===== src/rtl/emu_74194.sv =====
// rtl/emu_74194.sv - behavioural emulator of a 74194 4-bit universal shift register
//
// Presents the pins of a 74194 to an external chip checker. All device pins are
// asynchronous to Clk: each input goes through SYNC_STAGES flops, and the device
// CLK pin is edge-detected in the Clk domain.
//
// Optional feature macro: EMU_STUCK_QD_EN (stuck-at-0 fault on Pin12 driven by FaultSel).
//
// Ports:
//   Clk       system clock, only clock in the block
//   Reset     asynchronous active-high reset
//   Run       emulation enable; low freezes Q and ignores device clock edges
//   Pin1      CLR_n (active-low clear)
//   Pin2      SR serial input (shift right)
//   Pin3..6   parallel data A, B, C, D
//   Pin7      SL serial input (shift left)
//   Pin9      S0 mode select
//   Pin10     S1 mode select
//   Pin11     device CLK
//   Pin15..12 QA, QB, QC, QD outputs
//   EdgeCnt   count of accepted device clock rising edges (wraps)
//   FaultSel  stuck-at-0 select for QD (only with EMU_STUCK_QD_EN)

module emu_74194 #(
  parameter int SYNC_STAGES = 2,  // must be >= 2
  parameter int CNT_W       = 8
) (
  input  logic             Clk,
  input  logic             Reset,
  input  logic             Run,
  input  logic             Pin1,
  input  logic             Pin2,
  input  logic             Pin3,
  input  logic             Pin4,
  input  logic             Pin5,
  input  logic             Pin6,
  input  logic             Pin7,
  input  logic             Pin9,
  input  logic             Pin10,
  input  logic             Pin11,
  input  logic             FaultSel,
  output logic             Pin12,
  output logic             Pin13,
  output logic             Pin14,
  output logic             Pin15,
  output logic [CNT_W-1:0] EdgeCnt
);

  // Bit order of the synchronized pin vector
  localparam int B_CLR_N = 0;
  localparam int B_SR    = 1;
  localparam int B_A     = 2;
  localparam int B_B     = 3;
  localparam int B_C     = 4;
  localparam int B_D     = 5;
  localparam int B_SL    = 6;
  localparam int B_S0    = 7;
  localparam int B_S1    = 8;
  localparam int B_CLK   = 9;

  logic [9:0] pins_raw;
  logic [9:0] sync_r [SYNC_STAGES];
  logic [9:0] pins_s;

  logic       clk_d;
  logic       clk_rise;
  logic       accept;
  logic [1:0] mode;

  // q holds {QA, QB, QC, QD}
  logic [3:0]       q;
  logic [3:0]       q_next;
  logic [CNT_W-1:0] cnt;

  assign pins_raw = {Pin11, Pin10, Pin9, Pin7, Pin6, Pin5, Pin4, Pin3, Pin2, Pin1};

  always_ff @(posedge Clk or posedge Reset) begin
    if (Reset) begin
      for (int i = 0; i < SYNC_STAGES; i++) begin
        sync_r[i] <= '0;
      end
    end else begin
      sync_r[0] <= pins_raw;
      for (int i = 1; i < SYNC_STAGES; i++) begin
        sync_r[i] <= sync_r[i-1];
      end
    end
  end

  assign pins_s = sync_r[SYNC_STAGES-1];

  // clk_d tracks the synchronized CLK regardless of Run or clear, so a CLK that
  // is already high when Run rises or CLR_n releases never produces an edge.
  always_ff @(posedge Clk or posedge Reset) begin
    if (Reset) begin
      clk_d <= 1'b0;
    end else begin
      clk_d <= pins_s[B_CLK];
    end
  end

  assign clk_rise = pins_s[B_CLK] & ~clk_d;
  assign accept   = clk_rise & Run & pins_s[B_CLR_N];
  assign mode     = {pins_s[B_S1], pins_s[B_S0]};

  always_comb begin
    q_next = q;
    unique case (mode)
      2'b00: q_next = q;
      2'b01: q_next = {pins_s[B_SR], q[3:1]};
      2'b10: q_next = {q[2:0], pins_s[B_SL]};
      2'b11: q_next = {pins_s[B_A], pins_s[B_B], pins_s[B_C], pins_s[B_D]};
      default: q_next = q;
    endcase
  end

  // Clear outranks both the edge and Run; an edge coinciding with clear is not counted.
  always_ff @(posedge Clk or posedge Reset) begin
    if (Reset) begin
      q   <= 4'b0000;
      cnt <= '0;
    end else if (!pins_s[B_CLR_N]) begin
      q   <= 4'b0000;
    end else if (accept) begin
      q   <= q_next;
      cnt <= cnt + 1'b1;
    end
  end

  assign Pin15   = q[3];
  assign Pin14   = q[2];
  assign Pin13   = q[1];
  assign EdgeCnt = cnt;

`ifdef EMU_STUCK_QD_EN
  logic fault_q;

  always_ff @(posedge Clk or posedge Reset) begin
    if (Reset) begin
      fault_q <= 1'b0;
    end else begin
      fault_q <= FaultSel;
    end
  end

  // Fault masks only the pin; the internal register keeps shifting normally.
  assign Pin12 = q[0] & ~fault_q;
`else
  logic unused_fault_sel;

  assign unused_fault_sel = FaultSel;
  assign Pin12            = q[0];
`endif

endmodule


===== config.mk =====
export PLATFORM = sky130hd
export DESIGN_NAME = emu_74194
export DESIGN_NICKNAME = d
export VERILOG_FILES = /design/src/rtl/emu_74194.sv
export SDC_FILE = /design/constraint.sdc
export NUM_CORES = 1
export LEC_CHECK = 0
export BUFFER_PORTS_ARGS = -buffer_cell sky130_fd_sc_hd__buf_4
export CAP_MARGIN = 15
export CORE_AREA = 2 2 51 53
export DETAILED_ROUTE_END_ITERATION = 8
export DIE_AREA = 0 0 53 55
export GPL_ROUTABILITY_DRIVEN = 0
export PLACE_DENSITY = 0.72
export SLEW_MARGIN = 0
export SYNTH_ARGS = -nofsm -noshare
export SYNTH_HDL_FRONTEND = slang
export SYNTH_SLANG_ARGS = --single-unit

===== constraint.sdc =====
create_clock -name Clk -period 1.4 [get_ports Clk]
set_clock_uncertainty 0.1 [all_clocks]
set_input_delay 0 -clock Clk [delete_from_list [all_inputs] [get_ports Clk]]
set_output_delay 0 -clock Clk [all_outputs]
set_load 0.05 [all_outputs]

======== Word-level counts from Yosys, hierarchy flattened ========
Cells that the tools add are included.
W data, S select, Z words.
cells by class
  add/sub/neg operators ................... 1
  $mul .................................... 0
  divide/modulo/power cells ............... 0
  magnitude comparators ................... 0
  equal/unequal tests ..................... 5
  shift-type cells ........................ 0
  muxes and demuxes ....................... 3
  bitwise operators ....................... 4
  reduce and logical (&&, ||, !) cells .... 3
operators by type and width
  operator               count
  $pmux W4 S3            1
  $add A8 B1 Y8 const B  1
  $mux W4                2
  $eq A2 B2 Y1 const B   2
  $reduce_and A2 Y1      2
  $and A1 B1 Y1          3
  $eq A2 B1 Y1 const B   1
  $logic_not A2 Y1       1
  $ne A2 B1 Y1 const B   1
  $ne A2 B2 Y1 const B   1
  $not A1 Y1             1
storage, ports and cells
  register bits ........................... 33
  latch bits .............................. 0
  RAM bits ................................ 0
  memory bits (read-only) ................. 0
  input bits .............................. 14
  output and inout bits ................... 12
  logic and storage cells ................. 21
  memories kept ........................... 0

======== Logic depth before layout (Yosys ltp) ========
  depth after elaboration ................. 6
  depth in mapped cells ................... 4
  mapped depth without buffers ............ 4

======== Worst setup path before layout ========
Ideal clock, no wire load.
  path type ............................... reg-to-reg
  start ................................... register cnt[0], in the netlist EdgeCnt[0]
  end ..................................... register cnt[6], in the netlist EdgeCnt[6]
  setup time .............................. 0.082 ns
  data arrival time ....................... 1.344 ns
  required time ........................... 1.218 ns
  path slack .............................. -0.126 ns
  stages on the path, launching flop included .. 5
  path buffers ............................ 0
  clock period less this slack ............ 1.526 ns
  cells stage by stage .................... dfrtp_1 > ha_1 > nand3_1 > nor3_1 > xor2_1
between the ends
  longest elaborated chain between the ends .. 1
RTL lines
  element                 line  RTL
  start, declared         73    logic [CNT_W-1:0] cnt;
  start signal, assigned  126   cnt <= cnt + 1'b1;
  $add A8 B1 Y8           126
Every way passes these cells.
A chain may end at the register's enable or synchronous reset.

======== Final worst setup path ========
  start ................................... register clk_d
  end ..................................... register cnt[7], in the netlist EdgeCnt[7]
between the ends
  longest elaborated chain between the ends .. 5
RTL lines
  element                             line  RTL
  start, declared                     65    logic clk_d;
  start signal, assigned              98    clk_d <= pins_s[B_CLK];
  $not A1 Y1                          102   assign clk_rise = pins_s[B_CLK] & ~clk_d;
  $and A1 B1 Y1                       102
  $and A1 B1 Y1 (2 in series)         103   assign accept = clk_rise & Run & pins_s[B_CLR_N];
  $reduce_and A2 Y1 (no source line)  --
Every way passes these cells.

==> impl_results.md <==
* Status: complete, no violations
* DRC Markers at 0
* Synth unique cells at 19
* Row cnt at 18
* Die area at 2920 sq um
* Worst R2R Setup Slack at 0.08 ns
* Vias in the first global route at 701
* Grt met3 use at 5.65%
* R2r endpoint: EdgeCnt[7]
* CTS clk-pin slew, worst paths at 0.09 ns
* Initial antenna violation count at 0
* Fmax at 756 MHz
* Drt total wl at 2030 microns
* Vias at 732
* Setup-failing EPs final at 0
* Pre-CTS WS at 0.0191 ns
* Leak pwr at 0.765 nW
* Sequential share of power at 48.4%
* WL/cell at 13.7 microns
* Avg Cell Area, Syn at 15.8 sq um
* CP Data Required Time at 1.56 ns
* Pin count of the biggest net entering global routing at 26
* Top post-synthesis cells by area: dfrtp_1 (72%), mux2_2 (4.9%), xor2_1 (4.6%), o2bb2ai_1 (3.0%), a22oi_1 (2.6%)
* Setup_tns at 0 ns
* Post-CTS setup buffer count at 0
* Antenna diodes at 0
* Clock period minus worst slack at 1.32 ns
* Worst path max stage delay at 0.39 ns
* Die height at 55 microns
* Crit Path Category: reg -> reg
* Met1 Usage GRT at 19.8%
* First-pass GRT wire length at 3180 microns
* Clk_lat worst skew at 0.34 ns
* Crit path DAT at 1.49 ns
* Design area at 1600 sq um
* Root buf cell: clkbuf_4
* Critical R2R Launch: clk_d
* Remaining antenna violation count at 0
* First-iteration detailed-routing DRC count at 9
* Drt pass-1 iters at 2
* Maximum VDD drop at 0.00116 V
* M2 GR Usage at 25.4%
* Sequential area share after synthesis at 71.6%
* Worst r2r path cells at 3
* NetSw at 684 uW
* Chip width at 53 microns
* CP Cell Sequence: nand4b_4 -> nor4_2 -> xor2_1
* Grt ovf at 0
* RSZ-0062 raised after global routing: false
* Top cell type's share of synthesized area at 71.6%
* Fill cells at 173
* Post-Syn Nets at 88
* Detailed placer's ending HPWL at 1320 microns
* P per Cell Area at 1460 nW/um^2
* CTS sink cnt at 33
* Initial Util at 48.8%
* H-tree level count at 2
* CP Capture Type: flop
* Clock Path Buffers at 2
* Area post-placement at 1390 sq um
* GRT Total Usage at 16.9%
* IO buf count at 24
* Max_slew headroom at 73.2%
* Layout area overhead at 39.0%
* GR peak layer: met2
* Switching Share at 29.2%
* Worst setup path endpoint: EdgeCnt[7]
* CTS tree: done
* Post-layout util at 67.8%
* Slowest-stage cell, CP: dfrtp_1
* Syn. warnings at 0
* Cell accounting for the most synthesized area: dfrtp_1
* Logic pwr share at 20.4%
* Startpoint types: flop
* Hold Path Class: in -> async
* Fin nets at 132
* Synthesized flop and latch total at 33
* PnR worst setup slack at 0.0768 ns
* Core box area at 2360 sq um
* I/O Pins at 26
* Total CTS buffers at 5
* Final hold vios at 0
* Critical Path Fanout Max at 9
* Internal Power at 1.66 mW
* Post-Syn Area at 1150 sq um
* Clock power share at 31.1%
* Layout cells sized above 1 at 41.5%
* Max cap viols at 0
* Final period util at 94.5%
* Via density at 4.95
* Cells after Synth at 73
* Slew @ Worst Pin at 0.402 ns
* Fin. max-slew vios at 0
* Crit path from: clk_d
-- metrics by stage --
stage / hold WS, ns / std cells / power [mW]
after global routing: 0.130 / 148 / 2.44
after global placement: -0.0959 / 128 / 1.59
after CTS: 0.0962 / 148 / 2.37
after detailed placement: -0.0855 / 128 / 1.61
final: 0.0930 / 148 / 2.34
after floorplan: -0.0686 / 73 / 1.44
-- worst max-delay path, delay by kind of cell (launching register included) --
family	cells	cell delay, ns
xor gates and xnor gates	1	0.17
DFF	1	0.39
and+or+nand+nor	2	0.60
-- worst min-delay path by stage --
stage | from | cells past startpoint | to | slack, ns
after floorplan | Pin1 | 0 | sync_r[10] | -0.07
after global placement | Reset | 2 | EdgeCnt[4] | -0.1
after detailed placement | Reset | 2 | EdgeCnt[6] | -0.09
after CTS | Reset | 3 | EdgeCnt[0] | 0.1
after global routing | Reset | 3 | EdgeCnt[4] | 0.13
final | Reset | 3 | EdgeCnt[0] | 0.09
-- cell usage in the layout (no fill, tap or decap), drive strengths merged, types with 3 or more instances in the layout --
| cell type | n |
|---|---|
| a22oi | 4 |
| buf | 26 |
| clkbuf | 7 |
| dfrtp | 33 |
| dlygate4sd3 | 12 |
| mux2 | 5 |
| nand2 | 3 |
| nand3 | 3 |
| nor2 | 4 |
| o2bb2ai | 4 |
| xor2 | 6 |
-- sequential cells by signal, indices dropped and copies added, names as in the netlist --
signal / cells
pins_s: 10
sync_r: 10
EdgeCnt: 8
q: 4
clk_d: 1
-- cell families (layout without fill, tap and decap cells) --
| kind of cell | count (synthesis) | after routing | synth area share (%) |
|---|---|---|---|
| flops | 33 | 33 | 71.6 |
| simple gates | 15 | 15 | 9.00 |
| compound gates | 9 | 9 | 6.51 |
| xor+xnor | 7 | 7 | 5.31 |
| mux | 5 | 5 | 4.88 |
| buf+inv | 3 | 48 | 1.63 |
| fa+ha+maj | 1 | 1 | 1.08 |
-- cell usage after synthesis --
cell and instances:
a22oi_1 4, buf_6 1, dfrtp_1 33, ha_1 1
inv_1 2, mux2_2 5, nand2_1 3, nand3_1 2
nand3_2 1, nand4b_4 1, nor2_1 4, nor2b_1 1
nor3_1 1, nor3_2 1, nor4_2 1, o2bb2ai_1 4
o31a_2 1, xnor2_1 1, xor2_1 6
-- power groups by stage --
stage                     Clock [mW]  Sequential [mW]  Combinational [mW]
after floorplan                    0             1.33               0.118
after global placement             0             1.14               0.445
after detailed placement           0             1.15               0.453
after CTS                      0.753             1.13               0.480
after global routing           0.788             1.14               0.508
final                          0.729             1.13               0.478
-- area by class of cell --
type,count,area [sq um],share of cell area [%]
Timing Repair Buffer,38,328,20.4
Clock inverter,1,30.0,1.87
Inverter,2,7.51,0.468
Clock buffer,7,55.1,3.43
Multi-Input combinational cell,37,314,19.6
Sequential cell,33,832,51.9
Tap cell,30,37.5,2.34
-- layer usage --
layer  vias to the layer above  part of all wire, %
li1                        341                    -
met1                       366                   42
met2                        18                   51
met3                         7                  3.9
met4                         0                  3.2
met5                         -                    0
-- repair_timing --
action,4_1_cts,5_1_grt
setup endpoints to repair,1,1
hold endpoints to repair,44,0
gates cloned,0,0
hold buffers,12,0
gates resized for setup,1,1
Power figures use the tool's default switching activity.
